===== src/rtl/branch_predictor_pkg.sv =====
// Shared definitions for the fetch-side branch predictor:
// saturating-counter states, counter type, default table size and PC step.
package branch_predictor_pkg;

    // 2-bit saturating direction counter
    typedef logic [1:0] bp_ctr_t;

    localparam bp_ctr_t BP_SNT = 2'd0;
    localparam bp_ctr_t BP_WNT = 2'd1;
    localparam bp_ctr_t BP_WT  = 2'd2;
    localparam bp_ctr_t BP_ST  = 2'd3;

    localparam int BP_ENTRIES_DEFAULT = 64;

    // Sequential fetch step
    localparam logic [31:0] INST_LENTH = 32'd4;

    // Counter MSB is the taken prediction
    function automatic logic bp_pred_taken(input bp_ctr_t ctr);
        return ctr[1];
    endfunction

endpackage


===== src/rtl/branch_predictor_if.sv =====
// Fetch lookup, execute resolution report and redirect request bundle.
// master = pipeline side, slave = predictor.
interface branch_predictor_if;

    logic [31:0] f_pc;
    logic        f_pred_taken;
    logic [31:0] f_pred_target;
    logic [31:0] f_pred_npc;

    logic        ex_valid;
    logic [31:0] ex_pc;
    logic        ex_is_br;
    logic        ex_is_br_taken;
    logic        ex_is_jump;
    logic [31:0] ex_dnpc;
    logic [31:0] ex_pred_npc;

    logic        redirect_valid;
    logic [31:0] redirect_pc;

    modport master (
        output f_pc,
        input  f_pred_taken, f_pred_target, f_pred_npc,
        output ex_valid, ex_pc, ex_is_br, ex_is_br_taken, ex_is_jump,
               ex_dnpc, ex_pred_npc,
        input  redirect_valid, redirect_pc
    );

    modport slave (
        input  f_pc,
        output f_pred_taken, f_pred_target, f_pred_npc,
        input  ex_valid, ex_pc, ex_is_br, ex_is_br_taken, ex_is_jump,
               ex_dnpc, ex_pred_npc,
        output redirect_valid, redirect_pc
    );

endinterface


===== src/rtl/branch_predictor_sat_ctr.sv =====
// bp_sat_ctr: combinational 2-bit saturating counter step.
module bp_sat_ctr
    import branch_predictor_pkg::*;
(
    input  bp_ctr_t ctr_i,
    input  logic    taken_i,
    output bp_ctr_t ctr_o
);

    // Move one step toward the resolved direction, clamping at SNT/ST
    always_comb begin
        ctr_o = ctr_i;
        if (taken_i) begin
            if (ctr_i != BP_ST) ctr_o = ctr_i + 2'd1;
        end else begin
            if (ctr_i != BP_SNT) ctr_o = ctr_i - 2'd1;
        end
    end

endmodule


===== src/rtl/branch_predictor.sv =====
// branch_predictor: direct-mapped 2-bit counter table + BTB next-PC predictor.
// Lookup is combinational on f_pc; training and the mispredict redirect come
// from the execute report. Optional statistics counters with BP_STATS_EN.
// ENTRIES must be a power of two, at least 4.
module branch_predictor
    import branch_predictor_pkg::*;
#(
    parameter int ENTRIES = BP_ENTRIES_DEFAULT
) (
    input  logic               clk,
    input  logic               rst_n,
    branch_predictor_if.slave  bus
`ifdef BP_STATS_EN
    ,
    output logic [31:0]        stat_br_cnt,
    output logic [31:0]        stat_mispred_cnt
`endif
);

    localparam int IDX_W = $clog2(ENTRIES);
    localparam int TAG_W = 30 - IDX_W;

    logic [ENTRIES-1:0] valid_q, valid_d;
    bp_ctr_t            ctr_q    [ENTRIES];
    bp_ctr_t            ctr_d    [ENTRIES];
    logic [TAG_W-1:0]   tag_q    [ENTRIES];
    logic [TAG_W-1:0]   tag_d    [ENTRIES];
    logic [31:0]        target_q [ENTRIES];
    logic [31:0]        target_d [ENTRIES];

    logic               redirect_valid_q, redirect_valid_d;
    logic [31:0]        redirect_pc_q, redirect_pc_d;

    logic [IDX_W-1:0]   f_idx, ex_idx;
    logic [TAG_W-1:0]   f_tag, ex_tag;
    logic               f_hit, ex_hit;
    logic [31:0]        f_seq_pc;
    bp_ctr_t            ex_ctr_next;
    logic               mispred;

    logic               unused_pc_lsbs;
    assign unused_pc_lsbs = ^{bus.f_pc[1:0], bus.ex_pc[1:0]};

    assign f_idx  = bus.f_pc[IDX_W+1:2];
    assign f_tag  = bus.f_pc[31:IDX_W+2];
    assign ex_idx = bus.ex_pc[IDX_W+1:2];
    assign ex_tag = bus.ex_pc[31:IDX_W+2];

    assign f_hit  = valid_q[f_idx] && (tag_q[f_idx] == f_tag);
    assign ex_hit = valid_q[ex_idx] && (tag_q[ex_idx] == ex_tag);

    // Wraps modulo 2^32, so the last word of the address space yields 0
    assign f_seq_pc = bus.f_pc + INST_LENTH;

    // Lookup reads registered state only, so a same-cycle update is not seen
    assign bus.f_pred_taken  = f_hit && bp_pred_taken(ctr_q[f_idx]);
    assign bus.f_pred_target = f_hit ? target_q[f_idx] : f_seq_pc;
    assign bus.f_pred_npc    = bus.f_pred_taken ? bus.f_pred_target : f_seq_pc;

    bp_sat_ctr u_sat_ctr (
        .ctr_i   (ctr_q[ex_idx]),
        .taken_i (bus.ex_is_br_taken),
        .ctr_o   (ex_ctr_next)
    );

    // Table training from the execute report; a tag mismatch is a miss and
    // allocation simply evicts whatever lived at that index
    always_comb begin
        valid_d  = valid_q;
        ctr_d    = ctr_q;
        tag_d    = tag_q;
        target_d = target_q;
        if (bus.ex_valid) begin
            if (bus.ex_is_jump) begin
                valid_d[ex_idx]  = 1'b1;
                tag_d[ex_idx]    = ex_tag;
                target_d[ex_idx] = bus.ex_dnpc;
                ctr_d[ex_idx]    = BP_ST;
            end else if (bus.ex_is_br) begin
                if (ex_hit) begin
                    ctr_d[ex_idx] = ex_ctr_next;
                    if (bus.ex_is_br_taken) target_d[ex_idx] = bus.ex_dnpc;
                end else if (bus.ex_is_br_taken) begin
                    valid_d[ex_idx]  = 1'b1;
                    tag_d[ex_idx]    = ex_tag;
                    target_d[ex_idx] = bus.ex_dnpc;
                    ctr_d[ex_idx]    = BP_WT;
                end
            end
        end
    end

    // Any class whose resolved next PC differs from what fetch used redirects
    assign mispred = bus.ex_valid && (bus.ex_dnpc != bus.ex_pred_npc);

    // Redirect request next state; the PC holds between pulses
    always_comb begin
        redirect_valid_d = mispred;
        redirect_pc_d    = redirect_pc_q;
        if (mispred) redirect_pc_d = bus.ex_dnpc;
    end

    // Valid bits, counters and redirect register with async reset
    always_ff @(posedge clk or negedge rst_n) begin
        if (!rst_n) begin
            valid_q          <= '0;
            for (int i = 0; i < ENTRIES; i++) ctr_q[i] <= BP_WNT;
            redirect_valid_q <= 1'b0;
            redirect_pc_q    <= 32'h0;
        end else begin
            valid_q          <= valid_d;
            ctr_q            <= ctr_d;
            redirect_valid_q <= redirect_valid_d;
            redirect_pc_q    <= redirect_pc_d;
        end
    end

    // Tag and target storage is qualified by valid, so it needs no reset
    always_ff @(posedge clk) begin
        tag_q    <= tag_d;
        target_q <= target_d;
    end

    assign bus.redirect_valid = redirect_valid_q;
    assign bus.redirect_pc    = redirect_pc_q;

`ifdef BP_STATS_EN
    logic [31:0] stat_br_cnt_q, stat_br_cnt_d;
    logic [31:0] stat_mispred_cnt_q, stat_mispred_cnt_d;

    // Free-running event counters, wrapping at 2^32
    always_comb begin
        stat_br_cnt_d      = stat_br_cnt_q;
        stat_mispred_cnt_d = stat_mispred_cnt_q;
        if (bus.ex_valid && (bus.ex_is_br || bus.ex_is_jump))
            stat_br_cnt_d = stat_br_cnt_q + 32'd1;
        if (mispred)
            stat_mispred_cnt_d = stat_mispred_cnt_q + 32'd1;
    end

    // Statistics registers
    always_ff @(posedge clk or negedge rst_n) begin
        if (!rst_n) begin
            stat_br_cnt_q      <= 32'h0;
            stat_mispred_cnt_q <= 32'h0;
        end else begin
            stat_br_cnt_q      <= stat_br_cnt_d;
            stat_mispred_cnt_q <= stat_mispred_cnt_d;
        end
    end

    assign stat_br_cnt      = stat_br_cnt_q;
    assign stat_mispred_cnt = stat_mispred_cnt_q;
`endif

`ifndef SYNTHESIS
    // A report cannot be both a conditional branch and a jump
    a_br_jump_exclusive: assert property (
        @(posedge clk) disable iff (!rst_n)
        bus.ex_valid |-> !(bus.ex_is_br && bus.ex_is_jump)
    );
`endif

endmodule


===== src/flat_wrapper.sv =====
// flat-port wrapper written by rule: the top's interface ports become plain ports
module branch_predictor_flat import branch_predictor_pkg::*;
#(
    parameter int ENTRIES = BP_ENTRIES_DEFAULT
)
  (clk, rst_n, bus_f_pc, bus_f_pred_taken, bus_f_pred_target, bus_f_pred_npc, bus_ex_valid, bus_ex_pc, bus_ex_is_br, bus_ex_is_br_taken, bus_ex_is_jump, bus_ex_dnpc, bus_ex_pred_npc, bus_redirect_valid, bus_redirect_pc);
  branch_predictor_if bus_i ();
  input  logic clk;
  input  logic rst_n;
  input wire logic [$bits(bus_i.f_pc)-1:0] bus_f_pc;
  output wire logic [$bits(bus_i.f_pred_taken)-1:0] bus_f_pred_taken;
  output wire logic [$bits(bus_i.f_pred_target)-1:0] bus_f_pred_target;
  output wire logic [$bits(bus_i.f_pred_npc)-1:0] bus_f_pred_npc;
  input wire logic [$bits(bus_i.ex_valid)-1:0] bus_ex_valid;
  input wire logic [$bits(bus_i.ex_pc)-1:0] bus_ex_pc;
  input wire logic [$bits(bus_i.ex_is_br)-1:0] bus_ex_is_br;
  input wire logic [$bits(bus_i.ex_is_br_taken)-1:0] bus_ex_is_br_taken;
  input wire logic [$bits(bus_i.ex_is_jump)-1:0] bus_ex_is_jump;
  input wire logic [$bits(bus_i.ex_dnpc)-1:0] bus_ex_dnpc;
  input wire logic [$bits(bus_i.ex_pred_npc)-1:0] bus_ex_pred_npc;
  output wire logic [$bits(bus_i.redirect_valid)-1:0] bus_redirect_valid;
  output wire logic [$bits(bus_i.redirect_pc)-1:0] bus_redirect_pc;
  assign bus_i.f_pc = bus_f_pc;
  assign bus_f_pred_taken = bus_i.f_pred_taken;
  assign bus_f_pred_target = bus_i.f_pred_target;
  assign bus_f_pred_npc = bus_i.f_pred_npc;
  assign bus_i.ex_valid = bus_ex_valid;
  assign bus_i.ex_pc = bus_ex_pc;
  assign bus_i.ex_is_br = bus_ex_is_br;
  assign bus_i.ex_is_br_taken = bus_ex_is_br_taken;
  assign bus_i.ex_is_jump = bus_ex_is_jump;
  assign bus_i.ex_dnpc = bus_ex_dnpc;
  assign bus_i.ex_pred_npc = bus_ex_pred_npc;
  assign bus_redirect_valid = bus_i.redirect_valid;
  assign bus_redirect_pc = bus_i.redirect_pc;
  branch_predictor #(.ENTRIES(ENTRIES)) u_core (.clk(clk), .rst_n(rst_n), .bus(bus_i));
endmodule

===== config.mk =====
export PLATFORM = sky130hd
export DESIGN_NAME = branch_predictor_flat
export DESIGN_NICKNAME = d
export VERILOG_FILES = /design/src/rtl/branch_predictor_pkg.sv /design/src/rtl/branch_predictor_if.sv /design/src/rtl/branch_predictor_sat_ctr.sv /design/src/rtl/branch_predictor.sv /design/src/flat_wrapper.sv
export SDC_FILE = /design/constraint.sdc
export NUM_CORES = 2
export LEC_CHECK = 0
export ABC_CLOCK_PERIOD_IN_PS = 6470
export CAP_MARGIN = 20
export CORE_MARGIN = 2
export CORE_UTILIZATION = 25
export DETAILED_ROUTE_END_ITERATION = 6
export MAX_ROUTING_LAYER = met4
export PLACE_DENSITY_LB_ADDON = 0.08
export SKIP_LAST_GASP = 1
export SYNTH_ARGS = -nofsm -noshare
export SYNTH_HDL_FRONTEND = slang
export SYNTH_HIERARCHICAL = 1
export SYNTH_SLANG_ARGS = --single-unit
export TNS_END_PERCENT = 50

===== constraint.sdc =====
create_clock -name clk -period 6.47 [get_ports clk]
set_clock_uncertainty 0.05 [all_clocks]
set_input_delay 0.647 -clock clk [delete_from_list [all_inputs] [get_ports clk]]
set_output_delay 0.647 -clock clk [all_outputs]
set_load 0.05 [all_outputs]

# --- After elaboration in Yosys (flattened, before gate mapping) ---
# Cells that the tools add are included.
# Widths: inputs -> output; s select.
word_totals:
  rom_bits: 0
  in_bits: 134
  ff_bits: 3809
  out_inout_bits: 98
  mem_count: 0
  ram_bits: 0
  elab_cells: 279
  latchBits: 0
classes:
  n_mux: 50
  n_shift: 0
  order_cmp: 6
  eq_ne: 5
  div_mod_pow: 0
  bitwise_logic: 7
  reduce_logical: 13
  multipliers: 0
  add_sub_neg: 3
op_table:
  columns: ["cell", "n"]
  rows:
  - ["$mux 1536", 4]
  - ["$mux 2048", 3]
  - ["$bwmux 2048", 1]
  - ["$bwmux 1536", 1]
  - ["$mux 128", 4]
  - ["$bmux 24 s6", 2]
  - ["$mux 64", 4]
  - ["$bmux 32 s6", 1]
  - ["$demux 32 s6", 1]
  - ["$mux 32", 5]
  - ["$demux 24 s6", 1]
  - ["$bwmux 128", 1]
  - ["$or 128x128->128", 1]
  - ["$or 64x64->64", 2]
  - ["$mux 24", 5]
  - ["$and 64x64->64", 1]
  - ["$not 64->64", 1]
  - ["$eq 24x24->1", 2]
  - ["$add 32x3->32 const B", 1]
  - ["$ne 32x32->1", 1]
  - ["$bmux 2 s6", 2]
  - ["$mux 2", 8]
  - ["$ge 7x7->1 const B", 2]
  - ["$lt 6x7->1 const B", 2]
  - ["other kinds (15)", 28]

# --- Depth between registers and ports, before layout ---
logic_depth:
  word_depth: 11
  depth_mapped: 22

# --- Hierarchy ---
# The synthesis kept the hierarchy.
modules_own_cells:
  columns: ["module", "cells_each", "area_per_inst_um2", "instances", "seq_area_each_um2"]
  rows:
  - ["branch_predictor", 8281, 162090.5, 1, 113333.7]
  - ["bp_sat_ctr", 3, 26.3, 1, 0.0]

# --- Worst setup path after synthesis ---
# No wires, ideal clock.
synth_path:
  path_type: "input to output"
  from: "input bus_f_pc[2]"
  to: "output bus_f_pred_npc[2]"
  path_stages: 14
  setup_slack_ns: 0.571
  arrival_ns: 5.202
  n_path_buf: 9
  path_cell_list: "buf_2 buf_6 buf_4 buf_6 buf_4 buf_2 buf_2 buf_2 mux4_2 mux4_2 mux4_2 nand2_2 buf_6 mux2i_1"
synth_via:
  elab_chain_cells: 8
  word_cells_on_any_way: 18
  classes_between: "1 x add/sub; 1 x eq/ne; 13 x mux; 1 x bitwise; 2 x reduce/logical"
synth_lines:
  columns: ["element", "line", "rtl"]
  rows:
  - ["from (decl)", "flat_wrapper.sv:10", "input wire logic [$bits(bus_i.f_pc)-1:0] bus_f_pc;"]
  - ["$not 6->7 (implied by the code)", "branch_predictor.sv:49, branch_predictor.sv:56, branch_predictor.sv:57", null]
  - ["$bmux 24 s6", "branch_predictor.sv:49", "assign f_hit = valid_q[f_idx] && (tag_q[f_idx] == f_tag);"]
  - ["$mux 24 (implied by the code) (2 in a row)", "branch_predictor.sv:49", null]
  - ["$eq 24x24->1", "branch_predictor.sv:49", null]
  - ["$logic_and 1x1->1", "branch_predictor.sv:49", null]
  - ["$mux 32 or $logic_and 1x1->1 (tied branches)", "branch_predictor.sv:57, branch_predictor.sv:56", null]
  - ["$mux 32 *", "branch_predictor.sv:58", "assign bus.f_pred_npc = bus.f_pred_taken ? bus.f_pred_target : f_seq_pc;"]
  - ["to (decl)", "flat_wrapper.sv:13", "output wire logic [$bits(bus_i.f_pred_npc)-1:0] bus_f_pred_npc;"]
# Every way passes the cells marked *; elsewhere a longest branch is shown, timed or not. The select of a mux whose other input is x is not followed.

# --- Worst setup path in the final report ---
layout_path:
  from: "input bus_f_pc[2]"
  to: "output bus_f_pred_npc[26]"
# The elaborated chain is that of the path after synthesis.

==> impl_metrics.json <==
{
  "run_status": "completed",
  "hold_viol": 0,
  "syn_area_per_cell_um2": 19.6,
  "drive_gt1_share_pct": 33.0,
  "fmax_mhz": 156,
  "multiInputGateArea_um2": 46600,
  "busiest_layer": "met2",
  "p_sw_w": 0.0140,
  "power_density_nw_per_um2": 296,
  "rsz0062_at_grt": "no",
  "pre_cts_slack_ns": -0.246,
  "die_h_um": 809,
  "critPathCaptureType": "primary output",
  "grt_max_degree": 137,
  "p_leak_nw": 63.0,
  "drtAntennaViolNets": 0,
  "path_max_fanout": 33,
  "fin_crit_ns": 6.39,
  "via_per_inst": 5.23,
  "cts_root_buf": "clkbuf_16",
  "worstPathRequired_ns": 5.77,
  "path_class": "primary input to primary output",
  "grt_pass1_wl_um": 955000,
  "clockBufferDepth": 4,
  "wirelength_um": 731000,
  "mostFrequentLayoutCells": "edfxtp_1, mux4_2, buf_4",
  "grt_use_met2_pct": 35.4,
  "seq_area_um2": 113000,
  "slew_headroom_pct": 16.9,
  "path_cells": "buf_16, buf_12, buf_12, buf_6, mux4_2, mux4_2, xnor2_1, o22ai_1, nor4_1, nand4_1, nor4_4, buf_4, nand2_4, buf_12, mux2_4, buf_4",
  "cts_buffers": 446,
  "syn-num-nets": 8419,
  "drc": 0,
  "tightest_slew_ns": 1.24,
  "switching_share_pct": 24.2,
  "boundaryPins": 232,
  "initial_core_util_pct": 25.1,
  "start_kind": "primary input",
  "cts_tree": "yes",
  "final_common_cell": "edfxtp_1",
  "sequentialPowerShare_pct": 47.5,
  "cts_htree_levels": 5,
  "grt_pass1_vias": 96261,
  "routedWlPerCell_um": 40.3,
  "p_int_w": 0.0440,
  "dieArea_um2": 655000,
  "num_rows": 295,
  "fillCellCount": 62595,
  "clkTransAtPathRegs_ns": 0.05,
  "synthDistinctLibCells": 88,
  "drt_iter0_drc": 11764,
  "synthDominantCellAreaShare_pct": 66.4,
  "gp_congestion": 0.852,
  "yosys_register_bits": 3809,
  "fin_crit_sh_pct": 98.8,
  "track_usage_pct": 22.3,
  "route.vias.total": 94951,
  "ys_warn_count": 6,
  "die_width_um": 809,
  "antenna_found_initial": 120,
  "share_comb_of_total_power_pct": 8.6,
  "synth_ff_type": "edfxtp_1",
  "clkSinkCount": 3809,
  "hpwlAfterDp_um": 461000,
  "seq_area_frac_synth_pct": 69.9,
  "first_pass_iters": 6,
  "yosysTopAreaCell": "edfxtp_1",
  "vdd_drop_max_v": 0.000252,
  "grt.overflow.total": 0,
  "ys_top_cells_by_area": "edfxtp_1, mux4_2, mux2i_1",
  "hold_class": "primary input to flop",
  "finalSetupViolCount": 0,
  "cpMostUsedCell": "buf_12",
  "core-area_um2": 646000,
  "synth-async-reset-ratio_pct": 5.91,
  "slowest_stage": "mux4_2",
  "drv_cap": 0,
  "timing.final.ws_setup_ns": 0.0752,
  "nets": 9275,
  "synth_area_um2": 162000,
  "port_buffers": 229,
  "insertion_delay_ns": 1.06,
  "crit_path_max_incr_delay_ns": 0.56,
  "use_met3_pct": 3.59,
  "instances_no_fill": 18166,
  "use_met1_pct": 30.0,
  "placedCellCount": 17294,
  "clockPowerShare_pct": 44.0,
  "netlist_instances": 8284,
  "synthToLayoutAreaGrowth_pct": 21.1,
  "slew_violations": 0,
  "worstPathArrival_ns": 5.70,
  "synth-edff-count": 3584
}
critical path: cells and delay by family:
family,cells,cell delay (ns)
multiplexers,3,1.42
XOR/XNOR,1,0.38
AND/OR/NAND/NOR,4,0.99
buffers and inverters,7,1.58
AO/OA/AOI/OAI,1,0.29
sequential cells by signal, summed over array words and instances, names as in the netlist:
name                       flops
u_core/tag_q                1536
u_core/bus.redirect_pc        32
u_core/bus.redirect_valid      1
u_core/ctr_q                 128
u_core/valid_q                64
u_core/target_q             2048
per-layer routing:
layer / routed length, um / vias up
li1: - / 36982
met1: 317000 / 53036
met2: 346000 / 4059
met3: 47200 / 874
met4: 20500 / 0
met5: 0 / -
repair_timing:
item	CTS	global route
setup endpoints to repair	63	63
gates resized for setup	6	8
hold buffers	3	2
pin swaps	0	2
setup buffers	0	0
endpoints found under the hold margin	68	8
cloned	0	1
worst paths after layout:
kind,cells after the start,from,endpoint,slack [ns]
setup reg to reg,16,u_core/tag_q[180]$_DFFE_PP_,u_core/tag_q[265]$_DFFE_PP_,0.93
setup / recovery,16,bus_f_pc[2],bus_f_pred_npc[26],0.08
max in group asynchronous,3,rst_n,u_core/valid_q[42]$_DFFE_PN0P_,4.77
hold / removal,3,bus_ex_dnpc[18],u_core/bus.redirect_pc[18]$_DFFE_PN0P_,0.03
min in group asynchronous,2,rst_n,u_core/bus.redirect_pc[7]$_DFFE_PN0P_,0.15
hold reg to reg,2,u_core/bus.redirect_pc[16]$_DFFE_PN0P_,u_core/bus.redirect_pc[16]$_DFFE_PN0P_,0.43
synth_stat cells, types with 29 or more instances:
cell      count
o21ai_0      82
a21oi_1     350
buf_4        43
clkbuf_1    295
xnor2_1      55
nor2_1      143
dfrtp_1     161
xor2_1       52
a221oi_1    135
buf_1        91
nand3_1      48
mux4_2     1188
mux2i_1     414
a22oi_1     122
nor4_1       31
nand2_1     244
mux2_4       29
a22o_1       50
a221o_1      88
o22ai_1     183
nor3_1       90
and2_1       70
dfstp_2      64
or2_1        65
buf_2       148
edfxtp_1   3584
mux2_2      126
logic make-up (layout without fill, tap and decap cells):
logic type,after synthesis,after routing,synth area share (%)
DFF,3809,3809,69.9
adders and majority gates,3,3,0.0216
muxes,1759,1759,20.2
xor gates and xnor gates,107,107,0.578
other,0,37,0
AOI/OAI and AO/OA,1182,1182,5.05
and+or+nand+nor,815,815,2.50
buffers and inverters,609,1841,1.73
area by class of cell:
| type | count | area share (%) |
|---|---|---|
| well taps | 8613 | 5.49 |
| multi-input cells | 3866 | 23.8 |
| clock buffers | 563 | 6.05 |
| inverters | 10 | 0.0261 |
| clock inverters | 261 | 1.33 |
| diodes | 37 | 0.0472 |
| repair buffers | 1007 | 5.57 |
| flip-flops and latches | 3809 | 57.7 |
through the flow:
stage | utilization, % | setup TNS, ns | cell area (um2) | power, W | hold slack [ns]
floorplan | - | 0 | 162000 | 0.0304 | 0.301
global placement | 28.1 | -176.03 | 181000 | 0.0330 | 0.413
detailed placement | 28.1 | -122.58 | 181000 | 0.0330 | 0.417
CTS | 30.4 | 0 | 196000 | 0.0587 | 0.0142
global route | 30.4 | 0 | 196000 | 0.0597 | 0.00960
finish | 30.4 | 0 | 196000 | 0.0580 | 0.0265
power by group through the flow:
stage	combinational (W)	sequential [W]	clock, W
after floorplan	0.00238	0.0280	0
after CTS	0.00501	0.0275	0.0261
after global routing	0.00518	0.0276	0.0270
final	0.00497	0.0275	0.0255
after detailed placement	0.00499	0.0280	0
after global placement	0.00496	0.0280	0
Power figures use the tool's default switching activity.
